[src/rtl/max7219_pkg.sv]
// Shared definitions for the MAX7219 display path: register map, tx state
// encoding and the segment glyphs used by the display sequencer.
package max7219_pkg;

  localparam logic [7:0] REG_NOOP         = 8'h00;
  localparam logic [7:0] REG_DIGIT0       = 8'h01;
  localparam logic [7:0] REG_DIGIT1       = 8'h02;
  localparam logic [7:0] REG_DIGIT2       = 8'h03;
  localparam logic [7:0] REG_DIGIT3       = 8'h04;
  localparam logic [7:0] REG_DIGIT4       = 8'h05;
  localparam logic [7:0] REG_DIGIT5       = 8'h06;
  localparam logic [7:0] REG_DIGIT6       = 8'h07;
  localparam logic [7:0] REG_DIGIT7       = 8'h08;
  localparam logic [7:0] REG_DECODE_MODE  = 8'h09;
  localparam logic [7:0] REG_INTENSITY    = 8'h0A;
  localparam logic [7:0] REG_SCAN_LIMIT   = 8'h0B;
  localparam logic [7:0] REG_SHUTDOWN     = 8'h0C;
  localparam logic [7:0] REG_DISPLAY_TEST = 8'h0F;

  localparam int FRAME_BITS = 16;

  typedef enum logic [2:0] {
    TX_IDLE = 3'd0,
    TX_LOW  = 3'd1,
    TX_HIGH = 3'd2,
    TX_HOLD = 3'd3,
    TX_GAP  = 3'd4
  } tx_state_t;

  // No-decode segment patterns, bit order DP A B C D E F G.
  localparam logic [7:0] GLYPH_0 = 8'h7E;
  localparam logic [7:0] GLYPH_1 = 8'h30;
  localparam logic [7:0] GLYPH_2 = 8'h6D;
  localparam logic [7:0] GLYPH_3 = 8'h79;
  localparam logic [7:0] GLYPH_4 = 8'h33;
  localparam logic [7:0] GLYPH_5 = 8'h5B;
  localparam logic [7:0] GLYPH_6 = 8'h5F;
  localparam logic [7:0] GLYPH_7 = 8'h70;
  localparam logic [7:0] GLYPH_8 = 8'h7F;
  localparam logic [7:0] GLYPH_9 = 8'h7B;

endpackage

[src/rtl/max7219_serial_tx.sv]
// MAX7219 serial transmitter: shifts one {addr, data} frame MSB first with a
// divided SCK, framed by CS, and reports busy/done to the sequencer.
module max7219_serial_tx
  import max7219_pkg::*;
#(
  parameter int unsigned CLK_DIV = 4
) (
  input  logic       clk,
  input  logic       rst,
  input  logic [7:0] addr_in,
  input  logic [7:0] din,
  input  logic       start,
  output logic       cs,
  output logic       dout,
  output logic       sck,
  output logic       busy,
  output logic       done
);

  localparam logic [7:0] DIV_LAST = 8'(CLK_DIV - 1);

  tx_state_t   state, state_nxt;
  logic [7:0]  div_cnt;
  logic [3:0]  bit_cnt;
  logic [15:0] shreg;
  logic        div_end;
  logic        accept;
  logic        shift;

  assign div_end = (div_cnt == DIV_LAST);

  // NOTE: every always_comb output gets a default first so no path infers a latch.
  always_comb begin
    state_nxt = state;
    accept    = 1'b0;
    shift     = 1'b0;
    unique case (state)
      TX_IDLE: begin
        if (start) begin
          state_nxt = TX_LOW;
          accept    = 1'b1;
        end
      end
      TX_LOW:  if (div_end) state_nxt = TX_HIGH;
      TX_HIGH: begin
        if (div_end) begin
          if (bit_cnt == 4'd15) begin
            state_nxt = TX_HOLD;
          end else begin
            state_nxt = TX_LOW;
            shift     = 1'b1;
          end
        end
      end
      TX_HOLD: if (div_end) state_nxt = TX_GAP;
      TX_GAP:  if (div_end) state_nxt = TX_IDLE;
      default: state_nxt = TX_IDLE;
    endcase
  end

  // Outputs are decoded from the next state and registered, so every pin is a flop.
  // NOTE: sequential state uses non-blocking assignments only.
  always_ff @(posedge clk or posedge rst) begin
    if (rst) begin
      state   <= TX_IDLE;
      div_cnt <= '0;
      bit_cnt <= '0;
      shreg   <= '0;
      dout    <= 1'b0;
      sck     <= 1'b0;
      cs      <= 1'b1;
      busy    <= 1'b0;
      done    <= 1'b0;
    end else begin
      state   <= state_nxt;
      div_cnt <= (state_nxt != state) ? 8'd0 : div_cnt + 8'd1;
      if (accept) begin
        shreg   <= {addr_in, din};
        bit_cnt <= 4'd0;
        dout    <= addr_in[7];
      end else if (shift) begin
        shreg   <= {shreg[14:0], 1'b0};
        bit_cnt <= bit_cnt + 4'd1;
        dout    <= shreg[14];
      end
      sck  <= (state_nxt == TX_HIGH);
      cs   <= !(state_nxt inside {TX_LOW, TX_HIGH, TX_HOLD});
      busy <= (state_nxt != TX_IDLE);
      done <= (state == TX_GAP) && (state_nxt == TX_IDLE);
    end
  end

endmodule

[config.mk]
export PLATFORM = sky130hd
export DESIGN_NAME = max7219_serial_tx
export DESIGN_NICKNAME = d
export VERILOG_FILES = /design/src/rtl/max7219_pkg.sv /design/src/rtl/max7219_serial_tx.sv
export SDC_FILE = /design/constraint.sdc
export NUM_CORES = 1
export LEC_CHECK = 0
export CELL_PAD_IN_SITES_DETAIL_PLACEMENT = 1
export CELL_PAD_IN_SITES_GLOBAL_PLACEMENT = 1
export CORE_MARGIN = 2
export CORE_UTILIZATION = 30
export CTS_CLUSTER_SIZE = 25
export DETAILED_ROUTE_END_ITERATION = 7
export GPL_TIMING_DRIVEN = 0
export PLACE_DENSITY_LB_ADDON = 0.1
export SYNTH_ARGS = -nofsm -noshare
export SYNTH_HDL_FRONTEND = slang
export SYNTH_SLANG_ARGS = --single-unit
[constraint.sdc]
create_clock -name clk -period 2.3 [get_ports clk]
set_input_delay 0.46 -clock clk [delete_from_list [all_inputs] [get_ports clk]]
set_output_delay 0.46 -clock clk [all_outputs]
set_load 0.005 [all_outputs]
==> run_results.csv, run 1 <==
group,metric,value,unit
placement,gp_congestion,0.7718,
clock_network,root_buffer,"clkbuf_8",
placement,placed_area,1937,µm²
critical_path,r2r-end,"shreg[2]",
clock_network,cts_max_level,2,
critical_path,cp_max_fo,10,
clock_network,cts_setup_buffers,0,
synthesis,synth_cell_type_count,35,
route,vias_per_cell,4.870,
floorplanning,dieArea,6001,µm²
worst_hold_path,hold_path.startpoint,"div_cnt[0]",
finish,drive_gt1_share,11.36,%
synthesis,ys_async_sr_fraction,100.0,%
finish,final_cell_area,2022,µm²
critical_path,cp-start-kind,"register",
sta,fmax,482.5,MHz
job,max-cap-violations,0,
synthesis,synth_flop_cell,"dfrtp_1",
synthesis,synth.largest_area_cell,"dfrtp_1",
placement,dpl.hpwl,2.529,mm
clock_network,cts-buffers-inserted,5,
synthesis,synth_nets,167,
grt,grt_pass1_vias,1282,
synthesis,synthTopCellsByCount,"dfrtp_1 (34), a22o_1 (16), a21o_1 (15), nor2_1 (15), nand2_1 (12)",
clock_network,cts.sinks,35,
worst_hold_path,hold_class,"reg2reg",
sta,clock_skew,8.349,ps
synthesis,yosysMostFrequentCell,"dfrtp_1",
grt,grt_pass1_wl,6.134,mm
finish,nets,196,
sta,setup-violations-final,0,
route,dr.first_iter.drc_count,46,
power,p_leak,0.0009683,µW
placement,numPlacedInstances,239,
power,power_density,1076,nW/µm²
critical_path,worstRegToRegCells,6,
route,drc_errors,0,
floorplanning,num_rows,26,
grt,grt.total_usage,13.01,%
synthesis,syn_inst,146,
sta,post-route-min-period,2072,ps
worst_hold_path,min_delay_path_depth,1,
synthesis,ys_seq_elements,35,
sta,relSlewSlack,50.02,%
grt,grt_max_degree,36,
synthesis,synth-edff-count,0,
route,num_vias,1198,
route,first_pass_iters,4,
run_status,status,"finished, final reports clean",
synthesis,synth_top_area_share,52.55,%
floorplanning,num_io_pins,24,
finish,final_cells,246,
sta,tightest_slew,748.6,ps
grt,antenna_found_initial,0,
critical_path,r2r-start,"div_cnt[0]",
critical_path,required,2470,ps
floorplanning,die_y,77.47,µm
worst_hold_path,hold_end,"div_cnt[0]",
synthesis,ys_top_cells_by_area,"dfrtp_1 (53%), a22o_1 (8.7%), a21o_1 (7.0%), nor2_1 (3.5%), nand2_1 (2.8%)",
synthesis,syn_avg_cell_area,11.09,µm²
floorplanning,coreArea,5172,µm²
synthesis,synthesis.area,1619,µm²
synthesis,yosys_warnings,0,
clock_network,clk_latency,290,ps
sta,hold_ws,478.0,ps
finish,syn_to_final_growth,24.88,%
floorplanning,start_util,31.30,%
synthesis,seq_area_frac_synth,54.17,%
route,wl_per_cell,14.58,µm
clock_network,cts_tree,"done",
sta,finalCritPeriodShare,90.11,%
clock_network,path_clk_slew,60,ps
power,max-vdd-ir-drop,0.3847,mV
clock_network,cts_buffer_depth,2,
placement,numPortBuffers,23,
sta,hold_viol_final,0,
route,drt_wl_total,3.586,mm
critical_path,critPathArrivalTime,2250,ps
route,postRouteAntennaNets,0,
critical_path,worst_setup_path_end_kind,"register",
floorplanning,fp.dieW,77.47,µm
grt,overflow,0,
critical_path,ff2ff_setup_slack,230,ps
finish,insertedDiodeCount,0,
sta,report.final.slew_viol_count,0,
sta,grt_setup_unrepaired,"no",
critical_path,criticalPathCategory,"reg2reg",
-- through the flow --
stage	total power [µW]	setup slack (ps)	TNS (ps)	utilization (%)
after detailed placement	1768	-373.2	-3622	37.45
after global routing	2353	49.86	0	39.09
after floorplan	1505	319.5	0	-
after global placement	1726	-301.1	-2692	37.45
final	2175	227.5	0	39.09
after CTS	2215	82.40	0	39.16
-- repair_timing --
action                     in CTS  in global routing
resized for setup               1                  0
pin swaps                       0                  1
hold buffers                    0                  0
setup endpoints to repair       1                 12
-- power breakdown --
part	internal [µW]	leakage, µW	switching (µW)	total, µW
logic	382	0.000480	383	765
registers	841	0.000449	144	985
clock network	215	0.0000395	210	425
-- critical path: stages (launching register included) --
cell     delay [ps]
dfrtp_1         380
ha_1            220
or3b_2          540
nor4_4          320
nor2_2          150
buf_6           190
a21o_1          170
-- registers in the layout, summed over array words and instances (netlist names) --
name,count
shreg,15
div_cnt,8
bit_cnt,4
state,3
busy,1
cs,1
done,1
dout,1
sck,1
-- layout by cell type, fill, tap and decap left out, types with 4 or more instances in the layout --
| cell | instances |
|---|---|
| a21o_1 | 15 |
| a22o_1 | 16 |
| clkbuf_1 | 5 |
| clkbuf_8 | 5 |
| clkdlybuf4s50_1 | 23 |
| dfrtp_1 | 34 |
| nand2_1 | 12 |
| nor2_1 | 15 |
| o21ai_0 | 5 |
| xnor2_1 | 4 |
-- layer usage --
layer,up-vias,track usage (%),share of wire [%]
met5,-,0,0
met4,0,4.821,1.5
met3,5,4.302,4.4
met2,17,20.35,47
met1,594,16.75,47
li1,582,-,-
-- kinds of logic after synthesis --
family	share of synthesized area, %
and+or+nand+nor	16.00
AOI/OAI and AO/OA	20.32
DFF	54.17
buffers and inverters	3.555
xor gates and xnor gates	3.787
adders and majority gates	1.545
muxes	0.6183
-- worst max path at each step --
stage / to / from / cells after the start / slack, ps
final: shreg[2] / div_cnt[0] / 6 / 230
after CTS: dout / div_cnt[0] / 6 / 80
after global routing: shreg[2] / div_cnt[0] / 6 / 50
after detailed placement: bit_cnt[2] / start / 5 / -370
after global placement: bit_cnt[2] / start / 5 / -300
after floorplan: dout / div_cnt[0] / 6 / 320
-- area by class of cell --
| type | count | area (µm²) |
|---|---|---|
| fill | 581 | 3151 |
| sequential | 35 | 877.1 |
| multi-input combinational | 101 | 693.2 |
| timing repair buffer | 23 | 230.2 |
| tap | 70 | 87.58 |
| clock buffer | 8 | 80.08 |
| buffer | 6 | 42.54 |
| inverter | 3 | 11.26 |
Note: power is estimated with default switching activity, not from simulation.
==> inputs of run 2 (changes only) <==
CORE_UTILIZATION = 42   (was 30)
==> run_results.csv, run 2 (synthesis results as in run 1) <==
group,metric,value,unit
run_status,status,"finished, final reports clean",
route,drt_wl_total,3.329,mm
sta,relSlewSlack,52.22,%
finish,syn_to_final_growth,25.50,%
sta,grt_setup_unrepaired,"no",
placement,numPortBuffers,23,
sta,finalCritPeriodShare,90.52,%
grt,grt.total_usage,17.51,%
grt,grt_max_degree,36,
floorplanning,die_y,66.09,µm
clock_network,cts_max_level,2,
clock_network,cts_setup_buffers,0,
route,drc_errors,0,
floorplanning,num_rows,22,
floorplanning,num_io_pins,24,
critical_path,cp_max_fo,10,
power,p_leak,0.0009900,µW
clock_network,cts-hold-fix-buffers,0,
power,max-vdd-ir-drop,0.4501,mV
finish,final_util,55.09,%
placement,place_ws,-299.9,ps
grt,grt_pass1_wl,5.761,mm
finish,nets,196,
power,clockPowerShare,24.3,%
power,power.switching,745.7,µW
sta,post-route-min-period,2082,ps
finish,registers.top_by_ff_count,"shreg",
floorplanning,fp.dieW,66.09,µm
power,sequentialPowerShare,42.5,%
route,postRouteAntennaNets,0,
finish,reg_top3,"shreg x15, div_cnt x8, bit_cnt x4",
critical_path,startpoint,"state[1]",
power,p_comb_share,33.2,%
sta,fmax,480.3,MHz
grt,antenna_found_initial,0,
clock_network,path_clk_slew,70,ps
sta,setup-violations-final,0,
clock_network,cts_tree,"done",
route,first_pass_iters,4,
job,max-cap-violations,0,
grt,overflow,0,
clock_network,cts_buffer_depth,2,
route,wl_per_cell,14.86,µm
power,power_density,1142,nW/µm²
sta,report.final.slew_viol_count,0,
sta,fin_ws,218.1,ps
grt,met1_usage,23.50,%
finish,drive_gt1_share,13.07,%
sta,hold_viol_final,0,
finish,insertedDiodeCount,0,
placement,dpl.hpwl,2.426,mm
route,num_vias,1207,
route,dr.first_iter.drc_count,63,
grt,grt.met2_usage,27.75,%
critical_path,r2r-start,"state[1]",
sta,clock_skew,4.558,ps
worst_hold_path,hold_class,"reg2reg",
floorplanning,start_util,43.89,%
power,switching_share,32.14,%
critical_path,worst_setup_path_end_kind,"register",
finish,largest_reg_flops,15,
clock_network,cts.sinks,35,
critical_path,cp-start-kind,"register",
clock_network,root_buffer,"clkbuf_8",
finish,final_cell_mix,"dfrtp_1 (34), clkdlybuf4s50_1 (23), a22o_1 (16)",
clock_network,cts-buffers-inserted,5,
floorplanning,dieArea,4367,µm²
critical_path,criticalPathCategory,"reg2reg",
critical_path,required,2470,ps
floorplanning,coreArea,3689,µm²
grt,grt_pass1_vias,1254,
sta,tightest_slew,715.7,ps
grt,grt.met3_usage,4.089,%
route,vias_per_cell,5.388,
worst_hold_path,hold_path.startpoint,"div_cnt[0]",
grt,top_usage_layer,"met2",
finish,final_common_cell,"dfrtp_1",
placement,gp_congestion,0.7877,
clock_network,clk_latency,280,ps
critical_path,critPathArrivalTime,2250,ps
power,internal_power,1574,µW
[run 2: cell types whose count changed in the layout (fill, tap and decap cells not counted), sizes merged]
cell	before	now
clkbuf	10	8
clkinv	0	1
bufinv	0	1
[run 2: final timing paths]
check,to,slack [ps],depth (start not counted)
worst max-delay path,shreg[3],220,5
worst min-delay path,div_cnt[0],450,1
worst max register to register,shreg[3],220,5
worst min register to register,div_cnt[0],450,1
max in group asynchronous,div_cnt[2],1230,2
min in group asynchronous,bit_cnt[2],620,2
[run 2: area by class of cell]
cell class                      count  area [µm²]
Fill cell                         411        1657
Sequential cell                    35       877.1
Multi-Input combinational cell    101       693.2
Timing Repair Buffer               23       230.2
Clock buffer                        6       82.58
Tap cell                           48       60.06
Buffer                              6       42.54
Clock inverter                      2       35.03
Inverter                            3       11.26
[run 2: critical path: stages (launching register included)]
cell and delay, ps:
dfrtp_1 520, or3b_2 520, nor4_4 420, nor2_2 150, buf_6 180, a21o_1 180
[run 2: power groups by stage]
stage                     Combinational (µW)  Clock (µW)  Sequential (µW)
final                                    771         564              986
after global routing                     874         607             1020
after CTS                                807         576              969
after detailed placement                 791           0              980
after global placement                   756           0              964
after floorplan                          559           0              945
[run 2: repair_timing]
action / CTS / global route
resized for setup: 1 / 0
pin swaps: 0 / 1
setup endpoints to repair: 1 / 10
[run 2: through the flow]
stage          TNS, ps  area [µm²]  std cells  power (µW)  hold WS [ps]
2_1_floorplan        0        1619        146        1505         425.1
3_3_place_gp     -1945        1909        217        1719         439.3
3_5_place_dp     -2506        1909        217        1771         449.5
4_1_cts              0        2036        225        2351         458.1
5_1_grt              0        2032        224        2497         492.1
6_report             0        2032        224        2320         453.5
[run 2: metal layers]
metal  part of all wire (%)  routed length, µm
met5                      0                  0
met4                   0.87                 29
met3                    2.9                 97
met2                     49               1618
met1                     48               1584
==> inputs of run 3 (changes only) <==
HOLD_SLACK_MARGIN = 0.12   (was not set)
==> results of run 3 <==
No change in the layout: final DEF, timing and power equal those of run 2.
==> patch 1: new RTL, settings of run 3 <==
Put one more register stage on the output `sck`, cleared by the reset. The value now appears one clock later. The other outputs are not delayed to match.
--- a/src/rtl/max7219_serial_tx.sv
+++ b/src/rtl/max7219_serial_tx.sv
@@ -18,6 +18,8 @@
 );
 
   localparam logic [7:0] DIV_LAST = 8'(CLK_DIV - 1);
+
+  logic sck_s0;
 
   tx_state_t   state, state_nxt;
   logic [7:0]  div_cnt;
@@ -67,7 +69,7 @@
       bit_cnt <= '0;
       shreg   <= '0;
       dout    <= 1'b0;
-      sck     <= 1'b0;
+      sck_s0  <= 1'b0;
       cs      <= 1'b1;
       busy    <= 1'b0;
       done    <= 1'b0;
@@ -83,12 +85,20 @@
         bit_cnt <= bit_cnt + 4'd1;
         dout    <= shreg[14];
       end
-      sck  <= (state_nxt == TX_HIGH);
+      sck_s0 <= (state_nxt == TX_HIGH);
       cs   <= !(state_nxt inside {TX_LOW, TX_HIGH, TX_HOLD});
       busy <= (state_nxt != TX_IDLE);
       done <= (state == TX_GAP) && (state_nxt == TX_IDLE);
     end
   end
 
+  always_ff @(posedge clk or posedge rst) begin
+    if (rst) begin
+      sck <= '0;
+    end else begin
+      sck <= sck_s0;
+    end
+  end
+
 endmodule
 
Function: changed (Yosys sat finds a counterexample within 10 cycles, from zero or initial values and one cycle with rst high).
==> patch 1 against run 3 <==
- first-iteration DRC count decreased by 32%
- worst setup slack gained 0.17 ns
- core utilization down 2.6 points
- die area is 4.0% higher
- synthesized area grew 4.3%
- sequential cell count grew 1
- final cell count rose by 8.9%
- design area rose by 1.9%
- routed wire length is 9.7% higher
- total power fell by 1.8%
- critical path type unchanged
- critical endpoint is now div_cnt[2]
- largest power group unchanged
- highest routed layer unchanged
==> patch 1: results (changes against run 3) <==
- Status: complete, no violations (unchanged)
- Worst setup skew after layout: 0.004048 ns (was 0.004558 ns)
- Fin nets: 214 (was 196)
- Origin of the critical flop-to-flop path: div_cnt[0] (was state[1])
- Synth cell types: 33 (was 35)
- Post-CTS Resized: 0 (was 1)
- Placed Area: 1981 um2 (was 1909 um2)
- Placed cells: 236 (was 217)
- Mapped Nets: 184 (was 167)
- Placer Congestion: 0.8014 (was 0.7877)
- Iteration-0 DRC Markers: 43 (was 63)
- First-pass GRT wire length: 6.099 mm (was 5.761 mm)
- R2R Setup Slk: 0.39 ns (was 0.22 ns)
- Largest net degree at the start of global routing: 37 (was 36)
- Reg-to-reg endpoint: div_cnt[2] (was shreg[3])
- GRT Total Usage: 0.1855 (was 0.1751)
- Via count: 1282 (was 1207)
- Slew Limit Headroom: 0.5026 (was 0.5222)
- Detail Placement HPWL: 2.569 mm (was 2.426 mm)
- Synthesized netlist cell count: 163 (was 146)
- Share of cells above drive strength 1: 0.09794 (was 0.1307)
- Hold Path Sink: sck (was div_cnt[0])
- Worst hold start: sck_s0 (was div_cnt[0])
- Post-synthesis sequential area ratio: 0.5345 (was 0.5417)
- VDD IR-drop max: 0.5505 mV (was 0.4501 mV)
[patch 1: cell types whose count changed after synthesis, moves of 6 or more]
| cell | delta |
|---|---|
| a21o_1 | -15 |
| a22o_1 | -16 |
| nand3_1 | +6 |
| mux2i_1 | +15 |
| nor2_1 | +15 |
| a21oi_1 | +17 |
[patch 1: cell families (layout without fill, tap and decap cells)]
logic type                 Yosys count  count (layout)  share of synthesized area
AOI/OAI and AO/OA                   28              28                     0.1038
xor gates and xnor gates             7               7                    0.03632
adders and majority gates            2               2                    0.01482
buffers and inverters               13              44                    0.03632
DFF                                 36              36                     0.5345
muxes                               16              16                    0.09488
and+or+nand+nor                     61              61                     0.1794
[patch 1: critical path: stages (launching register included)]
cell and delay (ns):
dfrtp_1 0.42, ha_1 0.26, nor3b_2 0.29, nand2_1 0.21, a221oi_4 0.47, nor2_1 0.12
[patch 1: how the worst max path moves through the flow]
stage                     slack, ns          to       start
after global placement         0.28    state[1]         rst
after CTS                      0.36  div_cnt[2]  div_cnt[0]
after global routing           0.19  div_cnt[2]  div_cnt[0]
after floorplan                0.71   shreg[11]  div_cnt[0]
after detailed placement       0.24  bit_cnt[3]         rst
final                          0.39  div_cnt[2]  div_cnt[0]
[patch 1: layout make-up]
type / instances / area (um2)
tap: 50 / 62.56
buffer: 9 / 46.29
clock buffer: 8 / 90.09
multi-input combinational: 114 / 724.4
timing repair buffer: 23 / 230.2
fill: 437 / 1872
sequential: 36 / 902.1
inverter: 4 / 15.01
[patch 1: metal layers]
metal  vias to the layer above  GRT usage  part of all wire
met5                         -          0                 0
met4                         0    0.07653             0.016
met3                         6    0.05500             0.040
met2                        24     0.3218              0.50
met1                       633     0.2134              0.44
li1                        619          -                 -
[patch 1: report_power, final]
part           switching (W)  total (W)  internal [W]
Sequential          0.000144    0.00101      0.000861
Clock               0.000211   0.000455      0.000244
Combinational       0.000438   0.000819      0.000381
[patch 1: through the flow]
| step | hold WS, ns | util | worst slack, ns |
|---|---|---|---|
| after detailed placement | 0.3503 | 0.5024 | 0.2381 |
| after CTS | 0.3655 | 0.5252 | 0.3582 |
| after floorplan | 0.3312 | - | 0.7068 |
| final | 0.3580 | 0.5252 | 0.3877 |
| after global routing | 0.3719 | 0.5252 | 0.1856 |
| after global placement | 0.3356 | 0.5024 | 0.2814 |
==> patch 2: new RTL, settings of run 3 <==
Made on the original files. Register the inputs `addr_in`, `din` and `start` before use. The logic sees them one clock later.
--- a/src/rtl/max7219_serial_tx.sv
+++ b/src/rtl/max7219_serial_tx.sv
@@ -19,6 +19,16 @@
 
   localparam logic [7:0] DIV_LAST = 8'(CLK_DIV - 1);
 
+  logic [7:0] addr_q;
+  logic [7:0] din_q;
+  logic start_q;
+
+  always_ff @(posedge clk) begin
+    addr_q  <= addr_in;
+    din_q   <= din;
+    start_q <= start;
+  end
+
   tx_state_t   state, state_nxt;
   logic [7:0]  div_cnt;
   logic [3:0]  bit_cnt;
@@ -36,7 +46,7 @@
     shift     = 1'b0;
     unique case (state)
       TX_IDLE: begin
-        if (start) begin
+        if (start_q) begin
           state_nxt = TX_LOW;
           accept    = 1'b1;
         end
@@ -75,9 +85,9 @@
       state   <= state_nxt;
       div_cnt <= (state_nxt != state) ? 8'd0 : div_cnt + 8'd1;
       if (accept) begin
-        shreg   <= {addr_in, din};
+        shreg   <= {addr_q, din_q};
         bit_cnt <= 4'd0;
-        dout    <= addr_in[7];
+        dout    <= addr_q[7];
       end else if (shift) begin
         shreg   <= {shreg[14:0], 1'b0};
         bit_cnt <= bit_cnt + 4'd1;
Function: changed (Yosys sat finds a counterexample within 4 cycles, from zero or initial values and one cycle with rst high).
==> patch 2 against run 3 <==
- global-route usage fell by 1.1 points
- worst setup slack got worse by 0.057 ns
- first-iteration DRC count shrank 21%
- sequential share of layout area rose by 8.0 points
- fmax decreased by 2.7%
- clock power is 8.0% lower
- routed wire length grew 16%
- worst hold slack improved by 0.0071 ns
- synthesized area increased by 21%
- total power is 10% higher
- design area rose by 17%
- sequential cell count rose by 17
==> patch 2: results (changes against run 3) <==
- Crit path largest cell delay: 0.43 ns (was 0.52 ns)
- Status: complete, no violations (unchanged)
- Iteration-0 DRC Markers: 50 (was 63)
- Worst path arrival time: 2.32 ns (was 2.25 ns)
- Mapped Nets: 186 (was 167)
- Origin of the critical flop-to-flop path: div_cnt[0] (was state[1])
- Slew @ Worst Pin: 0.7414 ns (was 0.7157 ns)
- Drt via density: 5.369 (was 5.388)
- Net Sw Frac: 0.3116 (was 0.3214)
- Placed Area: 2262 um2 (was 1909 um2)
- Leak pwr: 1.118 nW (was 0.9900 nW)
- FFs w/ async S/R, synth: 0.6731 (was 1.000)
- Synthesized netlist cell count: 165 (was 146)
- Largest cells by area after synthesis: dfrtp_1, dfxtp_1, a22o_1 (was dfrtp_1, a22o_1, a21o_1)
- First-pass GRT wire length: 6.561 mm (was 5.761 mm)
- Post-synthesis sequential area ratio: 0.6190 (was 0.5417)
- Final cell count without fillers: 249 (was 224)
- Critical Path Slowest Stage Cell: or3b_4 (was dfrtp_1)
- Vias in the first global route: 1407 (was 1254)
- Worst-path fanout max: 10 (unchanged)
- Clk slew on worst S/H paths: 0.09 ns (was 0.07 ns)
- Detail Placement HPWL: 2.771 mm (was 2.426 mm)
- Pre-CTS setup slack: -0.01448 ns (was -0.2999 ns)
- GRT Total Usage: 0.1640 (was 0.1751)
- Largest reg by FF count: shreg (unchanged)
- Worst min path class: reg2reg (unchanged)
- R2R Setup Slk: 0.16 ns (was 0.22 ns)
- VDD IR-drop max: 0.6021 mV (was 0.4501 mV)
- Placer Congestion: 0.7791 (was 0.7877)
- Worst setup skew after layout: 0.008115 ns (was 0.004558 ns)
- Share of cells above drive strength 1: 0.1168 (was 0.1307)
- Reg2Reg Depth: 7 (was 5)
- Placed cells: 240 (was 217)
- FMAX: 0.4675 GHz (was 0.4803 GHz)
- Wire per inst: 15.55 um (was 14.86 um)
- Fin nets: 217 (was 196)
-- patch 2: power groups by stage --
stage	clock [W]	sequential, W	combinational (W)
2_1_floorplan	0	0.00127	0.000512
3_3_place_gp	0	0.00129	0.000703
3_5_place_dp	0	0.00131	0.000742
4_1_cts	0.000545	0.00129	0.000753
5_1_grt	0.000585	0.00133	0.000845
6_report	0.000519	0.00129	0.000747
-- patch 2: how the worst min path moves through the flow --
stage,depth (start not counted),start,endpoint,slack [ns]
floorplan,2,din_q[0],shreg[0],0.41
global placement,2,din_q[0],shreg[0],0.42
detailed placement,2,din_q[0],shreg[0],0.45
CTS,2,din_q[0],shreg[0],0.47
global route,2,din_q[0],shreg[0],0.50
finish,2,din_q[0],shreg[0],0.46
-- patch 2: layout make-up --
class / count / area (um2)
Clock buffer: 7 / 86.33
Clock inverter: 1 / 7.507
Inverter: 2 / 7.507
Tap cell: 52 / 65.06
Buffer: 8 / 42.54
Multi-Input combinational cell: 103 / 715.7
Fill cell: 477 / 2064
Timing Repair Buffer: 24 / 237.7
Sequential cell: 52 / 1217
-- patch 2: repair_timing --
| action | CTS | global route |
|---|---|---|
| buffers inserted | 0 | 1 |
| cloned | 0 | 0 |
| resized for setup | 1 | 3 |
| pin swaps | 1 | 1 |
| setup endpoints to repair | 11 | 11 |
| hold buffers | 0 | 0 |
-- patch 2: logic make-up after synthesis --
| family | synth area share |
|---|---|
| AND/OR/NAND/NOR | 0.1438 |
| multiplexers | 0.01018 |
| flip-flops | 0.6190 |
| AO/OA/AOI/OAI | 0.1590 |
| buffers and inverters | 0.02418 |
| XOR/XNOR | 0.03117 |
| adder cells (fa/ha/maj) | 0.01272 |
-- patch 2: metal layers --
layer  global-route usage  share of wire
met5                    0              0
met3              0.03333          0.027
met1               0.2142           0.44
met2               0.2712           0.53
met4              0.05967         0.0075
